$ cat src/rtl/unsigned_16by8_seq_div.sv
// -----------------------------------------------------------------------------
// unsigned_16by8_seq_div
//
// Sequential restoring divider: NW-bit unsigned dividend by DW-bit unsigned
// divisor, producing one quotient bit per clock. Used by the multiplier
// evaluation harness to recover operands from products. One division is in
// flight at a time; both sides use a valid/ready handshake.
//
// Ports:
//   clk          clock, all state changes on the rising edge
//   rst          synchronous active-high reset
//   in_valid     dividend/divisor presented
//   in_ready     block can accept an operation
//   dividend     NW-bit unsigned dividend
//   divisor      DW-bit unsigned divisor
//   out_valid    result available (held until out_ready)
//   out_ready    consumer accepts the result
//   quotient     NW-bit unsigned quotient ({NW{1'b1}} on divide-by-zero)
//   remainder    DW-bit unsigned remainder (dividend[DW-1:0] on divide-by-zero)
//   div_by_zero  result belongs to an operation whose divisor was 0
// -----------------------------------------------------------------------------
module unsigned_16by8_seq_div #(
    parameter int NW = 16,
    parameter int DW = 8
) (
    input  logic          clk,
    input  logic          rst,
    input  logic          in_valid,
    output logic          in_ready,
    input  logic [NW-1:0] dividend,
    input  logic [DW-1:0] divisor,
    output logic          out_valid,
    input  logic          out_ready,
    output logic [NW-1:0] quotient,
    output logic [DW-1:0] remainder,
    output logic          div_by_zero
);

    localparam int CW = (NW > 1) ? $clog2(NW) : 1;

    typedef enum logic [1:0] {
        S_IDLE,
        S_BUSY,
        S_DONE
    } state_t;

    state_t        r_state;
    logic [NW-1:0] r_q;     // dividend shifts out of the top, quotient bits enter at the bottom
    logic [DW:0]   r_pr;    // partial remainder, one extra bit to hold 2*pr+1 before subtracting
    logic [DW-1:0] r_div;
    logic [CW-1:0] r_cnt;

    logic [DW:0]   w_pr_sh;
    logic          w_ge;
    logic [DW:0]   w_pr_nx;
    logic [NW-1:0] w_q_nx;

    // One restoring step: bring down the next dividend bit, subtract if it fits.
    // pr < divisor holds before each step, so the shifted value fits in DW+1 bits.
    assign w_pr_sh = {r_pr[DW-1:0], r_q[NW-1]};
    assign w_ge    = (w_pr_sh >= {1'b0, r_div});
    assign w_pr_nx = w_ge ? (w_pr_sh - {1'b0, r_div}) : w_pr_sh;
    assign w_q_nx  = {r_q[NW-2:0], w_ge};

    always_ff @(posedge clk) begin
        if (rst) begin
            r_state     <= S_IDLE;
            r_q         <= '0;
            r_pr        <= '0;
            r_div       <= '0;
            r_cnt       <= '0;
            in_ready    <= 1'b1;
            out_valid   <= 1'b0;
            quotient    <= '0;
            remainder   <= '0;
            div_by_zero <= 1'b0;
        end else begin
            unique case (r_state)
                S_IDLE: begin
                    if (in_valid && in_ready) begin
                        in_ready <= 1'b0;
                        if (divisor == '0) begin
                            // No iterations needed: the result is defined directly.
                            r_state     <= S_DONE;
                            out_valid   <= 1'b1;
                            quotient    <= '1;
                            remainder   <= dividend[DW-1:0];
                            div_by_zero <= 1'b1;
                        end else begin
                            r_state <= S_BUSY;
                            r_div   <= divisor;
                            r_q     <= dividend;
                            r_pr    <= '0;
                            r_cnt   <= '0;
                        end
                    end
                end
                S_BUSY: begin
                    r_q   <= w_q_nx;
                    r_pr  <= w_pr_nx;
                    r_cnt <= r_cnt + CW'(1);
                    if (r_cnt == CW'(NW - 1)) begin
                        r_state   <= S_DONE;
                        out_valid <= 1'b1;
                        quotient  <= w_q_nx;
                        remainder <= w_pr_nx[DW-1:0];
                    end
                end
                S_DONE: begin
                    // The output handshake never overlaps an input accept:
                    // in_ready only rises on the edge that leaves DONE.
                    if (out_ready) begin
                        r_state     <= S_IDLE;
                        out_valid   <= 1'b0;
                        div_by_zero <= 1'b0;
                        in_ready    <= 1'b1;
                    end
                end
                default: begin
                    r_state <= S_IDLE;
                end
            endcase
        end
    end

endmodule

$ cat config.mk
export PLATFORM = sky130hd
export DESIGN_NAME = unsigned_16by8_seq_div
export DESIGN_NICKNAME = d
export VERILOG_FILES = /design/src/rtl/unsigned_16by8_seq_div.sv
export SDC_FILE = /design/constraint.sdc
export NUM_CORES = 1
export LEC_CHECK = 0
export CAP_MARGIN = 0
export CORE_ASPECT_RATIO = 2
export CORE_MARGIN = 2
export CORE_UTILIZATION = 40
export CTS_BUF_LIST = sky130_fd_sc_hd__clkbuf_8
export CTS_CLUSTER_DIAMETER = 120
export DETAILED_ROUTE_END_ITERATION = 10
export PLACE_DENSITY_LB_ADDON = 0.1
export RECOVER_POWER = 25
export SLEW_MARGIN = 20
export SYNTH_ARGS = -nofsm -noshare
export SYNTH_HDL_FRONTEND = slang
export SYNTH_SLANG_ARGS = --single-unit
$ cat constraint.sdc
create_clock -name clk -period 5.4 [get_ports clk]
set_input_delay 1.08 -clock clk [delete_from_list [all_inputs] [get_ports clk]]
set_output_delay 1.08 -clock clk [all_outputs]
set_load 0.03 [all_outputs]
==> impl_metrics.json, run 1 <==
{
  "clk_latency_ns": 0.35,
  "fin_crit_ns": 3.973,
  "grt_pass1_wl_um": 12340,
  "reg2reg_depth": 8,
  "synth_top_cell_area_share": 0.4192,
  "cts_max_path_buffers": 2,
  "power_density_nw_per_um2": 351.0,
  "grt_overflow": 0,
  "grt_usage": 0.1902,
  "yosysUniqueCellTypes": 54,
  "cts_tree": "built",
  "p_leak_nw": 1.510,
  "numCtsBuffers": 9,
  "violations": "max-capacitance violations, max-slew violations",
  "pre_cts_slack_ns": 1.927,
  "fp.dieArea_sq_um": 8524,
  "status": "finished, violations left",
  "portBuffers": 54,
  "setup_slack_ns": 1.427,
  "place_area_sq_um": 3643,
  "worst_slew_pin_slew_ns": 2.878,
  "std_cell_rows": 45,
  "routed_wirelength_um": 7483,
  "finClkSkew_ns": 0.01306,
  "num_io_pins": 55,
  "r2r-end": "remainder[6]",
  "start_util": 0.4114,
  "final_layout_size_suffix_gt1_frac": 0.08115,
  "place.gp.congestion": 0.8075,
  "synth-seq-cells": 65,
  "max_cap_viol_count": 1,
  "grt_max_degree": 64,
  "setup_viol": 0,
  "synthTopCellsByCount": "65 x dfxtp_1, 60 x nor2_1, 48 x nand2_1, 34 x nor3_1, 19 x a311oi_1",
  "critPathCapture": "r_pr[7]",
  "synth.yosys.seq_area_share": 0.4192,
  "rsz0062_at_grt": "false",
  "timing.final.max_slew_violations": 64,
  "cts.clk_slew.worst_paths_ns": 0.07,
  "critical_path_class": "in2reg",
  "irDropWorstVdd_mv": 0.2328,
  "dr.first_iter.drc_count": 180,
  "firstDrtPassIters": 4,
  "vias": 2695,
  "dpl.hpwl_um": 5322,
  "clock-sinks": 65,
  "nets": 452,
  "crit_fanout": 63,
  "cts-root-buf": "clkbuf_8",
  "slew_headroom": -0.9185,
  "drc": 0,
  "rrSetupSlack_ns": 2.83,
  "synth_top_cell_by_area": "dfxtp_1",
  "endpoint_kind": "flip-flop",
  "syn_avg_cell_area_sq_um": 8.413,
  "yosysMostFrequentCell": "dfxtp_1",
  "die_h_um": 128.6,
  "synthTopCellsByArea": "dfxtp_1 42%, nor2_1 7.3%, nand2_1 5.8%, nor3_1 5.5%, a311oi_1 5.4%",
  "core_sq_um": 7545,
  "regToRegStartpoint": "r_div[2]",
  "htreeDepth": 3,
  "yosys_warnings": 0,
  "required_ns": 5.52,
  "ctsHoldBuffers": 0,
  "antenna_found_initial": 0,
  "fillers": 786,
  "wl_per_cell_um": 14.59,
  "max_freq_mhz": 251.7,
  "synthToLayoutAreaGrowth_pct": 24.63,
  "insertedDiodeCount": 0,
  "post-cts-setup-buffers": 0,
  "netlist_area_sq_um": 3104,
  "synth_fp_nets": 407,
  "cts_resized": 0,
  "viasPerCell": 5.253,
  "synth_ff_type": "dfxtp_1",
  "final_hold_viol_count": 0,
  "start_kind": "input port",
  "ant_nets": 0,
  "grt_pass1_vias": 2520,
  "async_flop_share": 0,
  "crit_arrival_ns": 4.10,
  "synth-edff-count": 0,
  "design_area_sq_um": 3869,
  "fin_util": 0.5128,
  "timing.final.crit_share": 0.7358,
  "die_w_um": 66.29,
  "fin_setup_tns_ns": 0,
  "setup.worst_path.start": "rst",
  "synthCells": 369,
  "hp-class": "reg2reg"
}
cells by family after synthesis:
kind of cell / share of synthesized area
simple gates: 0.2406
xor+xnor: 0.02257
flops: 0.4192
fa+ha+maj: 0.04273
buf+inv: 0.06086
compound gates: 0.1782
mux: 0.03587
critical path: stages:
cell,delay (ns)
buf_2,0.08
clkbuf_1,2.04
inv_1,0.42
nand2_1,0.27
nor2_1,0.06
o2bb2ai_1,0.14
stage by stage:
step | power, mW | hold WS, ns | instances
after floorplan | 0.8221 | 0.4441 | 369
after global placement | 0.8978 | 0.4639 | 497
after global routing | 1.434 | 0.4931 | 513
final | 1.358 | 0.4706 | 513
after CTS | 1.377 | 0.4777 | 513
after detailed placement | 0.9023 | 0.4677 | 497
state kept, by name, indices dropped and copies added, names as in the netlist:
register     cells
div_by_zero      1
in_ready         1
out_valid        1
quotient        16
r_cnt            4
r_div            8
r_pr             8
r_q             16
r_state          2
remainder        8
layout by cell type, fill, tap and decap left out, drive strengths merged, types with 10 or more instances in the layout:
cell / n
inv: 12
clkdlybuf4s50: 33
a21oi: 19
a311oi: 19
nor2: 62
nand2: 48
clkbuf: 12
mux2i: 10
dlygate4sd3: 20
nor3: 34
dfxtp: 65
power breakdown:
part,switching (mW),total [mW],internal [mW]
Clock,0.188,0.471,0.283
Sequential,0.0263,0.538,0.512
Combinational,0.201,0.349,0.148
metal layers:
layer | vias to the layer above | routed length [um] | track usage
met1 | 1256 | 3024 | 0.2127
li1 | 1381 | - | -
met3 | 6 | 255 | 0.04545
met5 | - | 0 | 0
met2 | 52 | 4103 | 0.3388
met4 | 0 | 99 | 0.07323
worst min path at each step:
stage / cells past startpoint / from / slack [ns] / end
after floorplan: 2 / r_pr[1] / 0.44 / r_pr[1]
after global placement: 2 / remainder[6] / 0.46 / remainder[6]
after detailed placement: 2 / remainder[6] / 0.47 / remainder[6]
after CTS: 2 / remainder[6] / 0.48 / remainder[6]
after global routing: 2 / remainder[6] / 0.49 / remainder[6]
final: 2 / remainder[6] / 0.47 / remainder[6]
layout make-up:
cell class | instances | area (sq um) | share of cell area
clock inverter | 5 | 77.57 | 0.02005
multi-input combinational | 268 | 1614 | 0.4172
sequential | 65 | 1301 | 0.3364
tap | 94 | 117.6 | 0.03040
timing repair buffer | 58 | 561.8 | 0.1452
clock buffer | 11 | 151.4 | 0.03913
inverter | 12 | 45.04 | 0.01164
(Power assumes the default switching activity.)
==> inputs of run 2 (changes only) <==
==> constraint.sdc (replaced) <==
create_clock -name clk -period 3.8 [get_ports clk]
set_input_delay 0.76 -clock clk [delete_from_list [all_inputs] [get_ports clk]]
set_output_delay 0.76 -clock clk [all_outputs]
set_load 0.03 [all_outputs]
==> run 2 against run 1 <==
The flow now finishes without violations. Combinational power increased by 43%. Worst hold slack worse by 0.0060 ns. Global-route usage up 0.63 points. Non-clock buffer count grew 1. Routed wire length is 0.94% higher. Flip-flop and latch count unchanged. Clock skew is 0.0070 ns lower. Critical path type unchanged. Critical path depth rose by 1. Register-to-register slack worse by 1.6 ns. Utilization hardly changed. Largest cell class unchanged. Total power increased by 42%. Critical endpoint is now r_q[7]. Sequential share of layout area hardly changed.
==> impl_metrics.json, run 2 (synthesized netlist as in run 1, its figures left out) <==
{
  "num_io_pins": 55,
  "fin_setup_tns_ns": 0,
  "insertedDiodeCount": 0,
  "final_common_cell": "dfxtp_1",
  "timing.final.max_slew_violations": 0,
  "place_area_sq_um": 3651,
  "numCtsBuffers": 9,
  "p_leak_nw": 1.513,
  "setup_viol": 0,
  "fp.dieArea_sq_um": 8524,
  "final_layout_size_suffix_gt1_frac": 0.08095,
  "finClkSkew_ns": 0.006093,
  "antenna_found_initial": 0,
  "min_from": "remainder[6]",
  "crit_fanout": 23,
  "viasPerCell": 5.241,
  "place.gp.congestion": 0.7927,
  "grt_overflow": 0,
  "cts_resized": 0,
  "total_power_mw": 1.932,
  "pwr-share-clk": 0.345,
  "worst_slew_pin_slew_ns": 0.8930,
  "hp-class": "reg2reg",
  "p_int_mw": 1.339,
  "reg2reg_depth": 8,
  "nets": 453,
  "rsz0062_at_grt": "false",
  "grt_pass1_wl_um": 12810,
  "core_sq_um": 7545,
  "dpl.hpwl_um": 5549,
  "fin_worst_hold_slack_ns": 0.4646,
  "dr.first_iter.drc_count": 213,
  "crit_arrival_ns": 3.05,
  "ant_nets": 0,
  "clock-sinks": 65,
  "max_freq_mhz": 356.3,
  "std_cell_rows": 45,
  "routed_wirelength_um": 7553,
  "firstDrtPassIters": 4,
  "fin_util": 0.5133,
  "portBuffers": 54,
  "power_density_nw_per_um2": 498.9,
  "grt_pass1_vias": 2702,
  "ctsHoldBuffers": 0,
  "cp_slowest_cell": "a21oi_1",
  "critical-path-max-stage-delay_ns": 0.69,
  "cts_max_path_buffers": 2,
  "htreeDepth": 3,
  "design_area_sq_um": 3872,
  "grt_usage": 0.1965,
  "power.switching_mw": 0.5925,
  "cts-root-buf": "clkbuf_8",
  "cts.clk_slew.worst_paths_ns": 0.07,
  "wl_per_cell_um": 14.69,
  "cts_tree": "built",
  "max_cap_viol_count": 0,
  "hold_depth": 2,
  "grt_max_degree": 36,
  "p_seq_frac": 0.397,
  "timing.final.crit_share": 0.7387,
  "layout_common_cells": "65 x dfxtp_1, 60 x nor2_1, 48 x nand2_1, 34 x nor3_1, 32 x clkdlybuf4s50_1",
  "crit_family": "compound AO/OA/AOI/OAI gates",
  "worst-path-stages": 7,
  "regToRegStartpoint": "r_div[4]",
  "slew_headroom": 0.4047,
  "start_util": 0.4114,
  "crit_chain": "clkdlybuf4s50_1 -> or4_1 -> o21bai_2 -> a21oi_1 -> buf_4 -> nor2_1 -> a311oi_1",
  "vias": 2694,
  "cp_num_buf_inv": 2,
  "final_hold_viol_count": 0,
  "start_kind": "input port",
  "die_w_um": 66.29,
  "irDropWorstVdd_mv": 0.2926,
  "fin_crit_ns": 2.807,
  "die_h_um": 128.6,
  "setup.worst_path.start": "divisor[3]",
  "endpoint_kind": "flip-flop",
  "combPwrFrac": 0.258,
  "drc": 0,
  "swShare": 0.3067,
  "post-cts-setup-buffers": 0,
  "critical_path_class": "in2reg",
  "top_regs": "quotient: 16 flops, r_q: 16 flops",
  "required_ns": 4.04,
  "synthToLayoutAreaGrowth_pct": 24.75,
  "status": "finished clean",
  "clk_latency_ns": 0.34
}
-- run 2: changes by cell type in the layout (fill, tap and decap cells not counted) --
| cell | before | now |
|---|---|---|
| or4_1 | 0 | 1 |
| dlygate4sd3_1 | 20 | 21 |
| a21oi_1 | 16 | 17 |
| or4_4 | 2 | 1 |
| clkbuf_1 | 1 | 0 |
| buf_4 | 3 | 5 |
| clkdlybuf4s50_1 | 33 | 32 |
| a21oi_2 | 3 | 2 |
-- run 2: power by group through the flow --
stage / registers (mW) / clock network [mW] / logic (mW)
after global routing: 0.772 / 0.709 / 0.564
after CTS: 0.766 / 0.683 / 0.507
final: 0.766 / 0.667 / 0.498
after global placement: 0.780 / 0 / 0.496
after detailed placement: 0.782 / 0 / 0.505
after floorplan: 0.772 / 0 / 0.397
-- run 2: routing by layer --
layer,wire (um),up-vias,global-route usage
li1,-,1391,-
met1,2937,1239,0.2186
met2,4196,57,0.3506
met3,254,7,0.03934
met4,164,0,0.08764
met5,0,-,0
-- run 2: worst register-to-register path: cells and delay by family (launching register included) --
kind            cells  cell delay (ns)
flops               1             0.33
simple gates        1             0.19
fa+ha+maj           1             0.34
buf+inv             1             0.04
compound gates      5             1.49
-- run 2: final timing paths --
kind	slack [ns]	end
max	0.99	r_q[7]
max reg2reg	1.28	remainder[6]
min reg2reg	0.46	remainder[6]
min	0.46	remainder[6]
-- run 2: metrics by stage --
stage,instances,worst slack [ns]
floorplan,369,1.675
global placement,498,0.9181
detailed placement,498,0.8981
CTS,514,1.242
global route,514,0.7044
finish,514,0.9931
-- run 2: cell type report --
class | instances | area (sq um)
fillers | 778 | 3672
clock inverters | 5 | 77.57
multi-input cells | 268 | 1607
well taps | 94 | 117.6
clock buffers | 11 | 151.4
repair buffers | 59 | 573.1
flip-flops and latches | 65 | 1301
inverters | 12 | 45.04
==> inputs of run 3 (changes only) <==
==> constraint.sdc (replaced) <==
create_clock -name clk -period 2.5 [get_ports clk]
set_input_delay 0.5 -clock clk [delete_from_list [all_inputs] [get_ports clk]]
set_output_delay 0.5 -clock clk [all_outputs]
set_load 0.03 [all_outputs]
==> run 3 against run 2 <==
Clock power increased by 33%. Sequential power increased by 51%. Non-clock buffer count increased by 9. Worst hold slack improved by 0.012 ns. Global-route usage about the same. Clock-buffer cell count decreased by 1. Routed wire length increased by 1.7%. Critical endpoint is now remainder[6]. Largest power group unchanged.
==> impl_metrics.json, run 3 (synthesized netlist as in run 1, its figures left out) <==
{
  "core_sq_um": 7545,
  "timing.final.max_slew_violations": 0,
  "slew_headroom": 0.3597,
  "worst_slew_pin_slew_ns": 0.9584,
  "status": "finished clean",
  "insertedDiodeCount": 0,
  "fin_crit_ns": 2.274,
  "grt_usage": 0.1966,
  "clock-sinks": 65,
  "irDropWorstVdd_mv": 0.3871,
  "htreeDepth": 3,
  "cts_tree": "built",
  "final_common_cell": "dfxtp_1",
  "met2_usage": 0.3371,
  "required_ns": 2.71,
  "ant_nets": 0,
  "start_util": 0.4114,
  "routed_wirelength_um": 7681,
  "std_cell_rows": 45,
  "hp-class": "reg2reg",
  "dpl.hpwl_um": 5761,
  "grt_pass1_vias": 2675,
  "clk_latency_ns": 0.35,
  "layout_common_cells": "65 x dfxtp_1, 60 x nor2_1, 48 x nand2_1, 34 x nor3_1, 31 x clkdlybuf4s50_1",
  "grt_overflow": 0,
  "fp.dieArea_sq_um": 8524,
  "power_density_nw_per_um2": 724.5,
  "timing.final.crit_share": 0.9095,
  "cts.clk_slew.worst_paths_ns": 0.07,
  "final_layout_size_suffix_gt1_frac": 0.1072,
  "dr.first_iter.drc_count": 223,
  "start_kind": "flip-flop",
  "viasPerCell": 5.247,
  "grt_max_degree": 46,
  "max_cap_viol_count": 0,
  "die_h_um": 128.6,
  "instances_no_fill": 523,
  "antenna_found_initial": 0,
  "p_leak_nw": 1.569,
  "rsz0062_at_grt": "false",
  "final_hold_viol_count": 0,
  "die_w_um": 66.29,
  "met3_usage": 0.04283,
  "use_met1": 0.2139,
  "num_io_pins": 55,
  "fin_worst_hold_slack_ns": 0.4764,
  "portBuffers": 54,
  "grt_pass1_wl_um": 12680,
  "endpoint_kind": "flip-flop",
  "wl_per_cell_um": 14.69,
  "cts_max_path_buffers": 2,
  "max_freq_mhz": 439.8,
  "synthToLayoutAreaGrowth_pct": 27.73,
  "ctsHoldBuffers": 0,
  "critical_path_class": "reg2reg",
  "top_regs": "quotient: 16 flops, r_q: 16 flops",
  "numCtsBuffers": 9,
  "drc": 0,
  "vias": 2744,
  "place.gp.congestion": 0.8639,
  "placed_cells": 507,
  "finClkSkew_ns": 0.006380,
  "nets": 462,
  "crit_fanout": 3,
  "crit_arrival_ns": 2.48,
  "cts-root-buf": "clkbuf_8",
  "grt_busiest_layer": "met2",
  "setup_viol": 0,
  "firstDrtPassIters": 4
}
-- run 3: final timing paths --
path	from	end	slack, ns	depth (start not counted)
hold reg to reg	remainder[6]	remainder[6]	0.48	2
setup / recovery	r_q[15]	remainder[6]	0.23	10
hold / removal	remainder[6]	remainder[6]	0.48	2
setup reg to reg	r_q[15]	remainder[6]	0.23	10
-- run 3: routing by layer --
layer,vias up,routed length (um)
li1,1406,-
met1,1252,3016
met2,69,4040
met3,17,298
met4,0,325
met5,-,0
-- run 3: cell type report --
type | instances | area, sq um
Timing Repair Buffer | 68 | 690.7
Fill cell | 748 | 3580
Clock inverter | 6 | 57.56
Clock buffer | 10 | 137.6
Tap cell | 94 | 117.6
Sequential cell | 65 | 1301
Multi-Input combinational cell | 268 | 1615
Inverter | 12 | 45.04
-- run 3: through the flow --
step	total power, mW	TNS [ns]	util	instance area, sq um	setup slack, ns
2_1_floorplan	1.776	0	-	3104	0.5075
3_3_place_gp	1.994	-0.05641	0.4995	3769	-0.01969
3_5_place_dp	2.012	-0.3940	0.4995	3769	-0.06230
4_1_cts	2.907	0	0.5254	3964	0.08779
5_1_grt	3.039	0	0.5255	3965	0.01096
6_report	2.873	0	0.5255	3965	0.2263
-- run 3: worst max-delay path, cell delays in order (launching register included) --
cell and delay (ns):
dfxtp_1 0.32, inv_2 0.10, ha_1 0.20, inv_1 0.06
fa_1 0.40, a211oi_2 0.23, o21bai_1 0.12, a21oi_1 0.16
xnor2_1 0.11, a222oi_1 0.32, o31ai_1 0.09
-- run 3: power by group --
| group | leakage, nW | switching (mW) | internal, mW |
|---|---|---|---|
| Sequential | 0.530 | 0.0584 | 1.11 |
| Combinational | 0.937 | 0.455 | 0.364 |
| Clock | 0.102 | 0.410 | 0.480 |
| Total | 1.57 | 0.923 | 1.95 |
-- run 3: timing repair --
action / in CTS / in global routing
gates resized for setup: 0 / 2
buffers inserted: 0 / 0
setup endpoints to repair: 0 / 1
